$ cat config.mk
export PLATFORM = sky130hd
export DESIGN_NAME = debug_hex_pager
export DESIGN_NICKNAME = d
export VERILOG_FILES = /design/src/rtl/debug_hex_pkg.sv /design/src/rtl/debug_hex_debounce.sv /design/src/rtl/debug_hex_pager.sv
export SDC_FILE = /design/constraint.sdc
export NUM_CORES = 1
export LEC_CHECK = 0
export ABC_AREA = 0
export CORE_ASPECT_RATIO = 1.1
export CORE_MARGIN = 2
export CORE_UTILIZATION = 55
export CTS_CLUSTER_SIZE = 12
export DETAILED_ROUTE_END_ITERATION = 16
export DONT_BUFFER_PORTS = 1
export GPL_ROUTABILITY_DRIVEN = 0
export GPL_TIMING_DRIVEN = 0
export PLACE_DENSITY = 0.77
export SLEW_MARGIN = 20
export SYNTH_ARGS = -nofsm -noshare
export SYNTH_HDL_FRONTEND = slang
export SYNTH_SLANG_ARGS = --single-unit
$ cat constraint.sdc
create_clock -name clk -period 5.31 [get_ports clk]
set_input_delay 0.531 -clock clk [delete_from_list [all_inputs] [get_ports clk]]
set_output_delay 0.531 -clock clk [all_outputs]
set_load 0.02 [all_outputs]
$ cat src/rtl/debug_hex_pkg.sv
// debug_hex_pkg
//   Shared constants and helpers for the paged seven-segment debug display.
//   - SEG_BLANK : segment pattern {g,f,e,d,c,b,a} with every segment off.
//   - SEG_TABLE : active-low segment patterns for hex nibbles 0..F.
//   - seg_of()  : nibble to segment pattern lookup.
//   - idx_w()   : bit width needed to index n items (at least 1).
package debug_hex_pkg;

   localparam logic [6:0] SEG_BLANK = 7'h7F;

   // Index 0..15 -> {g,f,e,d,c,b,a}, 0 = segment lit.
   localparam logic [6:0] SEG_TABLE [16] = '{
      7'h40, 7'h79, 7'h24, 7'h30, 7'h19, 7'h12, 7'h02, 7'h78,
      7'h00, 7'h10, 7'h08, 7'h03, 7'h46, 7'h21, 7'h06, 7'h0E
   };

   function automatic logic [6:0] seg_of(input logic [3:0] nibble);
      return SEG_TABLE[nibble];
   endfunction

   function automatic int idx_w(input int n);
      return (n > 1) ? $clog2(n) : 1;
   endfunction

endpackage

$ cat src/rtl/debug_hex_debounce.sv
// debug_hex_debounce
//   Two-flop synchronizer, level debouncer and press-pulse generator for an
//   active-low board key.
// Ports:
//   clk      in   system clock
//   reset_n  in   asynchronous active-low reset
//   key_n    in   raw active-low key, asynchronous to clk
//   press    out  one-cycle pulse on each accepted key press (debounced 1->0)
module debug_hex_debounce
   import debug_hex_pkg::*;
#(
   parameter int DEBOUNCE_CYCLES = 500000
) (
   input  logic clk,
   input  logic reset_n,
   input  logic key_n,
   output logic press
);

   localparam int            CW       = idx_w(DEBOUNCE_CYCLES);
   localparam logic [CW-1:0] CNT_LAST = CW'(DEBOUNCE_CYCLES - 1);

   logic          sync_p0;
   logic          sync_p1;
   logic          key_db;
   logic [CW-1:0] cnt;
   logic [1:0]    fill;
   logic          armed;
   logic          accept;

   // The counter tracks how many consecutive cycles the synced key has
   // disagreed with the accepted level; the new level is taken on the last one.
   assign accept = (sync_p1 != key_db) && (cnt == CNT_LAST);

   // A press only counts once the key has been seen released after reset, so a
   // key held through reset release cannot step the page.
   assign press  = accept && !sync_p1 && armed;

   // Stage p0 -> p1: synchronizer
   always_ff @(posedge clk or negedge reset_n) begin
      if (!reset_n) begin
         sync_p0 <= 1'b1;
         sync_p1 <= 1'b1;
      end else begin
         sync_p0 <= key_n;
         sync_p1 <= sync_p0;
      end
   end

   // Debounce state
   always_ff @(posedge clk or negedge reset_n) begin
      if (!reset_n) begin
         key_db <= 1'b1;
         cnt    <= '0;
         fill   <= 2'd0;
         armed  <= 1'b0;
      end else begin
         // fill reaches 2 once the synchronizer holds real samples, not reset values
         if (fill != 2'd2)
            fill <= fill + 2'd1;
         if (fill == 2'd2 && sync_p1 && key_db)
            armed <= 1'b1;

         if (sync_p1 == key_db) begin
            cnt <= '0;
         end else if (cnt == CNT_LAST) begin
            key_db <= sync_p1;
            cnt    <= '0;
         end else begin
            cnt <= cnt + CW'(1);
         end
      end
   end

endmodule

$ cat src/rtl/debug_hex_pager.sv
// debug_hex_pager
//   Paged seven-segment debug display. NUM_PAGES pages of NUM_DIGITS nibbles
//   are shown one page at a time; a debounced key press steps the page and a
//   freeze switch displays a snapshot of all pages taken on its rising edge.
//   While frozen, the page-marker decimal point blinks.
// Build option:
//   DEBUG_HEX_LZB_EN  when defined, leading zeros of the shown page are blanked
//                     (digit 0 always shown).
// Ports:
//   clk        in   system clock
//   reset_n    in   asynchronous active-low reset
//   page_data  in   page p digit d at [(p*NUM_DIGITS+d)*4 +: 4], digit 0 rightmost
//   btn_n      in   raw active-low page key, asynchronous
//   freeze     in   raw freeze switch, asynchronous, 1 = show snapshot
//   hex_n      out  digit d at [d*8 +: 8] = {dp,g,f,e,d,c,b,a}, active-low
//   page_idx   out  page currently displayed
module debug_hex_pager
   import debug_hex_pkg::*;
#(
   parameter int NUM_DIGITS      = 6,
   parameter int NUM_PAGES       = 4,
   parameter int DEBOUNCE_CYCLES = 500000,
   parameter int BLINK_CYCLES    = 25000000
) (
   input  logic                              clk,
   input  logic                              reset_n,
   input  logic [NUM_PAGES*NUM_DIGITS*4-1:0] page_data,
   input  logic                              btn_n,
   input  logic                              freeze,
   output logic [NUM_DIGITS*8-1:0]           hex_n,
   output logic [idx_w(NUM_PAGES)-1:0]       page_idx
);

   localparam int            PAGE_W     = NUM_DIGITS * 4;
   localparam int            DW         = NUM_PAGES * PAGE_W;
   localparam int            PW         = idx_w(NUM_PAGES);
   localparam int            BW         = idx_w(BLINK_CYCLES);
   localparam logic [PW-1:0] PAGE_LAST  = PW'(NUM_PAGES - 1);
   localparam logic [BW-1:0] BLINK_LAST = BW'(BLINK_CYCLES - 1);

   logic                    press;
   logic                    fz_p0;
   logic                    fz_p1;
   logic                    fz_state;
   logic                    fz_rise;
   logic                    use_snap;
   logic [DW-1:0]           snap;
   logic [DW-1:0]           src;
   logic [BW-1:0]           blink_cnt;
   logic                    blink_ph;
   logic [PAGE_W-1:0]       page_nib;
   logic [3:0]              nib;
   logic [6:0]              seg;
   logic [NUM_DIGITS*8-1:0] hex_nxt;
`ifdef DEBUG_HEX_LZB_EN
   logic                    lead;
`endif

   debug_hex_debounce #(
      .DEBOUNCE_CYCLES(DEBOUNCE_CYCLES)
   ) u_key (
      .clk     (clk),
      .reset_n (reset_n),
      .key_n   (btn_n),
      .press   (press)
   );

   assign fz_rise  = fz_p1 & ~fz_state;
   // In the capture cycle the snapshot register is still stale, so live data
   // (which is exactly what is being captured) is shown instead.
   assign use_snap = fz_p1 & fz_state;
   assign src      = use_snap ? snap : page_data;

   // Stage p0 -> p1: freeze synchronizer, then edge detect
   always_ff @(posedge clk or negedge reset_n) begin
      if (!reset_n) begin
         fz_p0    <= 1'b0;
         fz_p1    <= 1'b0;
         fz_state <= 1'b0;
         snap     <= '0;
      end else begin
         fz_p0    <= freeze;
         fz_p1    <= fz_p0;
         fz_state <= fz_p1;
         if (fz_rise)
            snap <= page_data;
      end
   end

   // Blink phase runs only while frozen; unfrozen it parks lit.
   always_ff @(posedge clk or negedge reset_n) begin
      if (!reset_n) begin
         blink_cnt <= '0;
         blink_ph  <= 1'b1;
      end else if (!fz_p1) begin
         blink_cnt <= '0;
         blink_ph  <= 1'b1;
      end else if (blink_cnt == BLINK_LAST) begin
         blink_cnt <= '0;
         blink_ph  <= ~blink_ph;
      end else begin
         blink_cnt <= blink_cnt + BW'(1);
      end
   end

   always_ff @(posedge clk or negedge reset_n) begin
      if (!reset_n)
         page_idx <= '0;
      else if (press)
         page_idx <= (page_idx == PAGE_LAST) ? '0 : page_idx + PW'(1);
   end

   always_comb begin
      page_nib = '0;
      nib      = '0;
      seg      = SEG_BLANK;
      hex_nxt  = '1;
`ifdef DEBUG_HEX_LZB_EN
      lead     = 1'b1;
`endif
      for (int p = 0; p < NUM_PAGES; p++) begin
         if (page_idx == PW'(p))
            page_nib = src[p*PAGE_W +: PAGE_W];
      end
      // Walk from the leftmost digit so leading zeros can be tracked.
      for (int d = NUM_DIGITS - 1; d >= 0; d--) begin
         nib = page_nib[d*4 +: 4];
         seg = seg_of(nib);
`ifdef DEBUG_HEX_LZB_EN
         if (nib != 4'd0 || d == 0)
            lead = 1'b0;
         if (lead)
            seg = SEG_BLANK;
`endif
         // Digits beyond NUM_DIGITS never match, so high pages show no DP.
         hex_nxt[d*8 +: 8] = {~((d == int'(page_idx)) & blink_ph), seg};
      end
   end

   // Stage p1 -> output register
   always_ff @(posedge clk or negedge reset_n) begin
      if (!reset_n)
         hex_n <= '1;
      else
         hex_n <= hex_nxt;
   end

endmodule

# [Word-level counts from Yosys, hierarchy flattened]
# Memory sizes are Yosys's and may differ from the RTL's. A register that Yosys moved wholly into a read port is not among the register bits.
# Cells that the tools add are included.
[totals] out_inout_bits=50 inputBits=100 memories=6 elab_cells=101 mem_bits_ro=672 ff_bits=198
[classes] n_bitwise=19 n_reduce_logical=15 addsub=4 magnitude_cmp=6 eq_ne=13 mux=24
[mem_list] name="(no name shown)" words=16 width=7 read_ports=1 rd_ports_with_merged_regs=1 write_ports=0 line="debug_hex_pkg.sv:18" rtl="return SEG_TABLE[nibble];"
[mem_list] name="(no name shown)" words=16 width=7 read_ports=1 rd_ports_with_merged_regs=1 write_ports=0 line="debug_hex_pkg.sv:18"
[mem_list] name="(no name shown)" words=16 width=7 read_ports=1 rd_ports_with_merged_regs=1 write_ports=0 line="debug_hex_pkg.sv:18"
[mem_list] name="(no name shown)" words=16 width=7 read_ports=1 rd_ports_with_merged_regs=1 write_ports=0 line="debug_hex_pkg.sv:18"
[mem_list] name="(no name shown)" words=16 width=7 read_ports=1 rd_ports_with_merged_regs=1 write_ports=0 line="debug_hex_pkg.sv:18"
[mem_list] name="(no name shown)" words=16 width=7 read_ports=1 rd_ports_with_merged_regs=1 write_ports=0 line="debug_hex_pkg.sv:18"
[ops] operator="two-way mux 24 bit" n=4
[ops] operator="two-way mux 96 bit" n=1
[ops] operator="two-way mux 7 bit" n=12
[ops] operator="two-way mux 25 bit" n=2
[ops] operator="two-way mux 19 bit" n=2
[ops] operator=">= comparator 5 bit (second input constant)" n=6
[ops] operator="NOT 4 -> 5 bit" n=6
[ops] operator="adder 25 x 1 -> 25 bit (second input constant)" n=1
[ops] operator="== test 25 bit (second input constant)" n=1
[ops] operator="adder 19 x 1 -> 19 bit (second input constant)" n=1
[ops] operator="== test 19 bit (second input constant)" n=1
[ops] operator="logical NOT 1 bit" n=7
[ops] operator="NOT 1 bit" n=7
[ops] operator="bitwise AND 1 bit" n=6
[ops] operator="== test 2 bit (second input constant)" n=3
[ops] operator="logical AND 1 bit" n=5
[ops] operator="adder 2 x 1 -> 2 bit (second input constant)" n=2
[ops] operator="== test 2 bit (first input constant)" n=2
[ops] operator="logical NOT 2 bit" n=2
[ops] operator="== test 1 x 2 -> 1 bit (first input constant)" n=1
[ops] operator="== test 2 x 1 -> 1 bit (second input constant)" n=1
[ops] operator="two-way mux 1 bit" n=2
[ops] operator="two-way mux 2 bit" n=1
[ops] operator="!= test 2 x 1 -> 1 bit (second input constant)" n=1
[ops] operator="other kinds (4)" n=4

# [Longest topological paths before layout]
# Gate-level depths: netlist of run 1.
[logic_depth] depth_word=10 mapped_depth=12 ltp_nobuf=10

# [Cells and area by module]
# Synthesis of run 1 repeated with hierarchy kept, for this count alone.
[hier_totals] hier_cells=966 area_unflattened_um2=10981.8
[modules_own_cells] mod="debug_hex_pager" area_per_inst_um2=9764.4 cells_each=852 n_inst=1 seq_area_each_um2=4388.0
[modules_own_cells] mod="debug_hex_debounce" area_per_inst_um2=1217.4 cells_each=114 n_inst=1 seq_area_each_um2=629.4

# [Least setup slack after synthesis of run 1]
# OpenSTA, ideal clock, no wires.
[synth_path] path_kind="flip-flop to flip-flop" startpoint="register page_idx[0]" endpoint="register hex_n[44]" n_path_buf=1 setup_time_ns=0.077 t_arrival_ns=2.372 stages_incl_launch_ff=11 required_time_ns=5.233 synth_period_minus_slack_ns=2.449 slack_ns=2.861 path_cell_list="dfrtp_1 -> inv_1 -> ha_1 -> nor2_1 -> clkbuf_1 -> a311o_1 -> inv_1 -> ha_1 -> inv_1 -> mux2i_1 -> a21o_1"
[synth_between] elab_chain_cells=6 word_cells_on_any_way=9 cone_classes="3 x eq/ne; 4 x mux; 1 x bitwise; 1 x reduce/logical"
[synth_lines] element="start, declared" line="debug_hex_pager.sv:31" rtl="output logic [idx_w(NUM_PAGES)-1:0] page_idx"
[synth_lines] element="start signal, assigned" line="debug_hex_pager.sv:110" rtl="page_idx <= (page_idx == PAGE_LAST) ? '0 : page_idx + PW'(1);"
[synth_lines] element="logical NOT 2 bit" line="debug_hex_pager.sv:122" rtl="if (page_idx == PW'(p))"
[synth_lines] element="two-way mux 24 bit (3 in series)" line="debug_hex_pager.sv:122"
[synth_lines] element="two-way mux 24 bit (*)" line="debug_hex_pager.sv:122"
[synth_lines] element="NOT 4 -> 5 bit (implied by the code) (*)" line="debug_hex_pkg.sv:18"
[synth_lines] element="end, declared" line="debug_hex_pager.sv:30" rtl="output logic [NUM_DIGITS*8-1:0] hex_n,"
# Mark *: on every way between the ends. The rest lies on a longest branch, timed or not.
# A chain may end at the register's enable or synchronous reset.

# [Final worst setup path of run 1]
[layout_path] startpoint="register page_idx[0]" endpoint="register hex_n[12]"
# Same word-level chain as after synthesis.

==> metrics, run 1 <==
R2R depth=10; worst-margin pin slew=0.967 ns; cell mode on critical path=inv_1; GR Overflow Total=0; num ports=150; global-route track usage on met2=42.2%; final WL=27800 um; GRT Total Usage=25.8%; pwr dens=307 nW/um2; CP max stage delay=0.57 ns; area of the multi-input gates=5430 um2; # H-tree levels=4; RSZ-0062 raised after global routing=no; Bufs on Longest Clock Path=2; Primary FF master, synth=dfrtp_1; register area share after synthesis=45.1%; Setup crit start kind=register; die area=21400 um2; gr busiest metal=met2; Remaining DRCs=0; Yosys reg bits=198; fin cells=1242; initial antenna violation count=1; status=finished, final reports clean; GRT met3 Usage=8.90%; Yosys cell types=59; HPWL after detailed placement=19600 um; CTS Buf Count=17; TritonRoute pass-1 iters=5; Port Buffer Count=0; flip-flop and latch area=5020 um2; Post-synth ARST share=100%; Crit Path Class=reg -> reg; die width=140 um; hold depth=0; Wirelength per Cell=22.3 um; remaining antenna violation count=0; number of global-route vias before repair=7750; mapped cell area=11100 um2; Worst path depth=10; Clock Sinks=198; worst vdd ir=0.228 mV; CTS tree=yes; clock-pin slew on the worst setup and hold paths=0.07 ns; vias per inst=6.19; P_leak=5.31 nW; pin count of the biggest net entering global routing=199; max-cap violation count=0; Clk Latency, worst-skew pair=0.44 ns; Antenna Cells=0; die height=153 um; Placed Cells=1209; setup TNS=0 ns; worst path arrival time=3.72 ns; fmax=299 MHz; via count=7692; layout cells sized above 1=29.1%; Global Route met1 Usage=31.1%; Syn Inst Count=956; first-pass GRT wire length=42700 um; Critical Path Fanout Max=10; final net count=1120; clock root cell=clkbuf_16; CP Buf/Inv Count=4; post-route clock period utilization=63.0%; Final min period=3.35 ns; Critical Path RT=5.68 ns; Final Hold Viols=0; yosys warns=0; area grow syn2layout=8.21%; Initial Util=56.0%; clock skew=0.00601 ns; max-slew violation count=0; Slew HR=35.5%; number of DRC markers in iteration 0=514; worst path cell trace=inv_1, ha_1, nor2_1, clkbuf_1, a311o_1, inv_1, ha_1, inv_1, mux2i_1, a21o_1; FP Rows=54; fillers=1584; Post CTS Setup Buffer Count=0; CORE AREA=19900 um2; Hold Crit Class=in -> reg; crit end category=register; syn_area_per_cell=11.6 um2; final setup fails=0; Post-synth EDFFs=0; CP top delay family=buffers and inverters; Slowest cell on crit path=dfrtp_1
## synth_stat cells, types with 15 or more instances
cell type | n | area [um2]
dfrtp_1 | 148 | 3700
mux2_2 | 105 | 1180
and3_1 | 60 | 375
mux2i_1 | 56 | 561
nor2_1 | 52 | 195
dfstp_2 | 50 | 1310
ha_1 | 43 | 538
a211oi_1 | 40 | 300
xnor2_1 | 31 | 272
inv_1 | 29 | 109
nand2_1 | 24 | 90.1
and4_1 | 23 | 201
buf_6 | 22 | 248
buf_2 | 19 | 95.1
xor2_1 | 18 | 158
nand3_1 | 17 | 85.1
a31oi_1 | 16 | 100
buf_4 | 15 | 113
## metal layers
layer	wire, um	vias up
met2	13300	252
met5	0	-
met3	2460	61
met4	1010	0
li1	-	3526
met1	11000	3853
## registers in the layout, indices dropped and copies added, names as in the netlist, 2 cells and up
register / count
page_idx: 2
hex_n: 46
u_key.fill: 2
blink_cnt: 25
snap: 96
u_key.cnt: 19
## power breakdown
part           internal (mW)  switching [mW]  total [mW]
combinational          0.273           0.289       0.562
sequential              1.72           0.144        1.86
clock                  0.689           0.576        1.26
total                   2.68            1.01        3.69
## through the flow
step           hold slack, ns  worst slack, ns  power (mW)  utilization, %  area [um2]
2_1_floorplan           0.235             2.86        2.30               -       11100
3_3_place_gp            0.244             2.06        2.39            57.6       11400
3_5_place_dp            0.241             1.95        2.41            57.6       11400
4_1_cts                0.0731             1.94        3.71            60.6       12000
5_1_grt                0.0695             1.77        3.83            60.6       12000
6_report               0.0838             1.96        3.69            60.6       12000
## worst paths after layout
kind	from	to	slack, ns
worst max-delay path	page_idx[0]	hex_n[12]	1.96
worst min-delay path	btn_n	u_key.sync_p0	0.08
worst max register to register	page_idx[0]	hex_n[12]	1.96
worst min register to register	u_key.sync_p0	u_key.sync_p1	0.36
max in group asynchronous	reset_n	blink_cnt[17]	4.42
min in group asynchronous	reset_n	snap[54]	0.18
## repair_timing
action	4_1_cts	5_1_grt
endpoints found under the hold margin	198	0
setup endpoints to repair	0	0
gates resized for setup	0	0
hold buffers	1	0
## cell families after synthesis
| logic type | share of synthesized area, % |
|---|---|
| other | 0.0337 |
| XOR/XNOR | 3.86 |
| adder cells (fa/ha/maj) | 4.84 |
| AO/OA/AOI/OAI | 11.0 |
| AND/OR/NAND/NOR | 12.7 |
| multiplexers | 16.5 |
| flip-flops | 45.1 |
| buffers and inverters | 6.01 |
## cell usage in the layout (no fill, tap or decap), drive strengths merged, types with 19 or more instances in the layout
cell type    n
buf         59
mux2       111
clkbuf      31
nand2       25
nor2        52
and4        23
dfrtp      148
ha          43
a211oi      40
dfstp       50
xnor2       31
inv         33
mux2i       56
and3        60
o21ai       19
## layout make-up
| class | count | area share [%] |
|---|---|---|
| Multi-Input combinational cell | 655 | 45.2 |
| Inverter | 33 | 1.03 |
| Buffer | 71 | 4.53 |
| Clock inverter | 14 | 1.13 |
| Timing Repair Buffer | 1 | 0.229 |
| Clock buffer | 18 | 3.57 |
| Tap cell | 252 | 2.62 |
| Sequential cell | 198 | 41.7 |
No activity file was read; power rests on OpenSTA's default activity.
==> run 2: changes to the inputs <==
--- a/config.mk
+++ b/config.mk
@@ -14,7 +14,7 @@
 export DONT_BUFFER_PORTS = 1
 export GPL_ROUTABILITY_DRIVEN = 0
 export GPL_TIMING_DRIVEN = 0
-export PLACE_DENSITY = 0.77
+export PLACE_DENSITY = 0.8
 export SLEW_MARGIN = 20
 export SYNTH_ARGS = -nofsm -noshare
 export SYNTH_HDL_FRONTEND = slang
==> constraint.sdc (replaced) <==
create_clock -name clk -period 2.97 [get_ports clk]
set_input_delay 0.297 -clock clk [delete_from_list [all_inputs] [get_ports clk]]
set_output_delay 0.297 -clock clk [all_outputs]
set_load 0.02 [all_outputs]
==> run 2 against run 1 <==
Against the previous run:
- the run now ends with negative hold slack left
- sequential share of layout area down 2.5 points
- register-to-register slack worse by 1.9 ns
- first-iteration DRC count up 12%
- final area up 6.3%
- flip-flop and latch count unchanged
- routed wire length up 7.4%
- clock power up 92%
- critical endpoint is now hex_n[0]
- largest cell class unchanged
- highest routed layer unchanged
==> metrics, run 2 (synthesis results as in run 1) <==
vias per inst=6.23; Hold Crit Class=in -> async; remaining antenna violation count=0; max-slew violation count=0; Antenna Cells=0; Setup crit start kind=register; hold buffers post-CTS=71; Final min period=2.88 ns; final setup fails=0; Hold WS=-0.429 ns; clock skew=0.00717 ns; die height=153 um; status=complete, but fails checks; fin cells=1311; failing checks=negative hold slack; max reg flops=96; final instance area=12800 um2; Crit Path Class=reg -> reg; Wirelength per Cell=22.7 um; most common cell after layout, fill and taps aside=dfrtp_1; worst vdd ir=0.435 mV; Largest Register=snap; area of the multi-input gates=5460 um2; GR Overflow Total=0; Bufs on Longest Clock Path=2; TritonRoute pass-1 iters=4; fmax=347 MHz; # H-tree levels=4; pwr dens=532 nW/um2; CTS Buf Count=17; worst path cell trace=inv_1, ha_2, and2b_2, buf_2, a221oi_1, a221o_2, inv_2, ha_1, nor3b_1, a211oi_1; die width=140 um; die area=21400 um2; Initial Util=56.0%; Placed Cells=1209; via count=8169; final WL=29800 um; Critical Path RT=3.32 ns; clock root cell=clkbuf_16; Final Hold Viols=198; area grow syn2layout=15.0%; Remaining DRCs=0; Top Registers=snap x96, hex_n x46, blink_cnt x25; max-cap violation count=0; Slew HR=57.9%; post-route clock period utilization=97.0%; Slowest cell on crit path=dfrtp_2; Cell Area, Placed=11400 um2; worst path arrival time=3.23 ns; HPWL after detailed placement=19700 um; Port Buffer Count=0; Clk Latency, worst-skew pair=0.44 ns; Core Util, Final=64.4%; CORE AREA=19900 um2; Clock Sinks=198; number of DRC markers in iteration 0=575; total power draw=6.80 mW; pin count of the biggest net entering global routing=199; clock-pin slew on the worst setup and hold paths=0.07 ns; number of global-route vias before repair=8306; Critical Path Fanout Max=10; most frequent cells in the layout=dfrtp_1, mux2_2, dlygate4sd3_1; worst-margin pin slew=0.631 ns; FP Rows=54; final net count=1189; fillers=1517; num ports=150; layout cells sized above 1=28.5%; initial antenna violation count=0; CTS tree=yes; GRT Total Usage=27.7%; crit end category=register; first-pass GRT wire length=45900 um; flip-flop and latch area=5020 um2; CP max stage delay=0.49 ns; P_leak=5.63 nW
## run 2: where the power goes
group	switching (mW)	internal (mW)	leakage, nW
combinational	0.502	0.552	2.97
clock	1.05	1.37	0.299
sequential	0.260	3.07	2.35
total	1.81	4.99	5.63
## run 2: cell type report
type / instances / area share (%)
Tap cell: 252 / 2.47
Sequential cell: 198 / 39.3
Clock buffer: 20 / 3.57
Multi-Input combinational cell: 655 / 42.7
Timing Repair Buffer: 72 / 5.62
Buffer: 69 / 4.20
Clock inverter: 12 / 1.18
Inverter: 33 / 0.969
## run 2: final timing paths
check | slack, ns | cells past startpoint | end | start
worst max-delay path | 0.09 | 10 | hex_n[0] | page_idx[1]
min in group clk | 0.01 | 1 | snap[56] | page_data[56]
worst max register to register | 0.09 | 10 | hex_n[0] | page_idx[1]
worst min register to register | 0.36 | 0 | u_key.sync_p1 | u_key.sync_p0
max in group asynchronous | 3.11 | 0 | hex_n[15] | reset_n
worst min-delay path | -0.43 | 0 | snap[77] | reset_n
## run 2: critical path: cells and delay by family (launching register included)
kind | cells | cell delay, ns
buffers and inverters | 3 | 0.41
AOI/OAI and AO/OA | 3 | 0.85
DFF | 1 | 0.49
and+or+nand+nor | 2 | 0.55
adders and majority gates | 2 | 0.50
## run 2: per-stage QoR
stage          setup slack [ns]  setup TNS [ns]
6_report                 0.0888               0
5_1_grt                 -0.0292         -0.0292
4_1_cts                  0.0206               0
3_5_place_dp             -0.322           -7.70
3_3_place_gp             -0.297           -6.50
2_1_floorplan             0.521               0
## run 2: metal layers
layer	up-vias	share of wire [%]	global-route usage [%]
met5	-	0	0
met2	359	48	45.0
li1	3675	-	-
met1	4051	39	34.8
met4	0	4.3	12.6
met3	84	8.9	7.58
## run 2: timing repair
item / CTS / global route
gates resized for setup: 9 / 8
pin swaps: 0 / 1
setup buffers: 0 / 1
endpoints found under the hold margin: 269 / 198
setup endpoints to repair: 42 / 33
==> run 3: changes to the inputs <==
--- a/config.mk
+++ b/config.mk
@@ -8,13 +8,13 @@
 export ABC_AREA = 0
 export CORE_ASPECT_RATIO = 1.1
 export CORE_MARGIN = 2
-export CORE_UTILIZATION = 55
+export CORE_UTILIZATION = 35
 export CTS_CLUSTER_SIZE = 12
 export DETAILED_ROUTE_END_ITERATION = 16
 export DONT_BUFFER_PORTS = 1
 export GPL_ROUTABILITY_DRIVEN = 0
 export GPL_TIMING_DRIVEN = 0
-export PLACE_DENSITY = 0.8
+export PLACE_DENSITY = 0.58
 export SLEW_MARGIN = 20
 export SYNTH_ARGS = -nofsm -noshare
 export SYNTH_HDL_FRONTEND = slang
==> run 3 against run 2 <==
Against the previous run:
- the flow still finishes with violations (negative hold slack)
- flip-flop and latch count did not move
- sequential power barely moved
- combinational power rose by 5%
- clock-buffer cell count fell by 1
- final area rose by 4.1%
- worst setup slack improved by 0.045 ns
- sequential share of layout area fell by 1.5 points
- final cell count rose by 15%
- critical path type unchanged
- largest cell class unchanged
- highest routed layer unchanged
==> metrics, run 3 (synthesis results as in run 1) <==
die width=174 um; most frequent cells in the layout=dfrtp_1, mux2_2, dlygate4sd3_1; die height=191 um; final setup fails=0; pin count of the biggest net entering global routing=199; Remaining DRCs=0; crit end category=register; Highest Signal Layer=met4; Wirelength per Cell=22.3 um; WL met3=2300 um; Clk Latency, worst-skew pair=0.45 ns; status=complete, but fails checks; area of the multi-input gates=5510 um2; fillers=3086; TritonRoute pass-1 iters=5; post-route clock period utilization=95.5%; worst path arrival time=3.23 ns; clock skew=0.0159 ns; Final min period=2.84 ns; FP Rows=68; final net count=1219; Final Hold Viols=198; first-pass GRT wire length=50900 um; clock-pin slew on the worst setup and hold paths=0.08 ns; number of DRC markers in iteration 0=411; hold buffers post-CTS=98; Critical Path RT=3.37 ns; CTS tree=yes; most common cell after layout, fill and taps aside=dfrtp_1; fmax=353 MHz; total power draw=6.75 mW; GRT Total Usage=20.4%; number of global-route vias before repair=8411; Initial Util=35.5%; max-cap violation count=0; area grow syn2layout=19.7%; Clock Sinks=198; Top Registers=snap x96, hex_n x46, blink_cnt x25; HPWL after detailed placement=21900 um; worst vdd ir=0.384 mV; GR Overflow Total=0; worst-margin pin slew=0.614 ns; Bufs on Longest Clock Path=2; Hold WS=-0.452 ns; Antenna Cells=0; clock root cell=clkbuf_16; die area=33200 um2; Port Buffer Count=0; num ports=150; Cell Area, Placed=11600 um2; P_leak=5.75 nW; flip-flop and latch area=5020 um2; max reg flops=96; final instance area=13300 um2; Hold Crit Class=in -> async; initial antenna violation count=0; max-slew violation count=0; final WL=33600 um; via count=8190; Critical Path Fanout Max=10; remaining antenna violation count=0; met1 WL=14500 um; Slew HR=59.0%; vias per inst=5.43; Setup crit start kind=register; layout cells sized above 1=28.4%; Crit Path Class=reg -> reg; pwr dens=507 nW/um2; metal2 WL=16000 um; CTS Buf Count=17; # H-tree levels=4; failing checks=negative hold slack; CORE AREA=31300 um2; Largest Register=snap
==> run 3: cell count changes in the layout (fill, tap and decap cells not counted), sizes merged <==
cell,delta
buf,+2
bufinv,-3
clkinv,-4
dlygate4sd3,+27
inv,+8
==> run 3: final timing paths <==
check	from	end	slack [ns]	cells past startpoint
min in group clk	page_data[85]	hex_n[25]	0.31	3
setup reg to reg	page_idx[1]	hex_n[36]	0.13	12
hold reg to reg	u_key.sync_p0	u_key.sync_p1	0.36	0
max in group asynchronous	reset_n	hex_n[19]	3.00	0
setup / recovery	page_idx[1]	hex_n[36]	0.13	12
hold / removal	reset_n	blink_cnt[8]	-0.45	0
==> run 3: layout make-up <==
class                   count  share of cell area (%)
plain buffers              70                    4.16
well taps                 420                    3.95
clock buffers              19                    3.33
inverters                  33                   0.931
flip-flops and latches    198                    37.7
repair buffers            101                    7.54
multi-input cells         655                    41.4
clock inverters            13                   0.997
==> run 3: report_power, final <==
part | switching [mW] | internal, mW
clock network | 1.19 | 1.14
registers | 0.252 | 3.07
logic | 0.517 | 0.582
total | 1.95 | 4.80
==> run 3: layer usage <==
metal  track usage (%)  vias up
li1                  -     3734
met2              33.6      233
met3              5.55       45
met5                 0        -
met4              7.27        0
met1              25.8     4178
==> run 3: critical path, cell delays in order, from the launching register on <==
cell and delay (ns):
dfrtp_2 0.49, inv_1 0.11, ha_2 0.25, buf_4 0.20
buf_4 0.21, buf_8 0.18, a31oi_1 0.12, a311o_2 0.49
inv_1 0.11, ha_1 0.23, inv_1 0.09, mux2i_1 0.14
a21o_1 0.13
==> run 3: timing repair <==
item	CTS	global route
endpoints found under the setup margin	42	34
hold endpoints to repair	296	198
pin swaps	0	2
resized for setup	12	14
buffers inserted	0	3
==> run 3: per-stage QoR <==
| step | util (%) | hold slack (ns) | setup slack (ns) | instances | setup TNS (ns) |
|---|---|---|---|---|---|
| CTS | 42.3 | -0.473 | 0.00815 | 1506 | 0 |
| global route | 42.5 | -0.474 | -0.00603 | 1509 | -0.00603 |
| global placement | 37.2 | 0.0120 | -0.413 | 1377 | -11.95 |
| floorplan | - | 0.00141 | 0.521 | 957 | 0 |
| finish | 42.5 | -0.452 | 0.133 | 1509 | 0 |
| detailed placement | 37.2 | 0.0105 | -0.447 | 1377 | -13.36 |
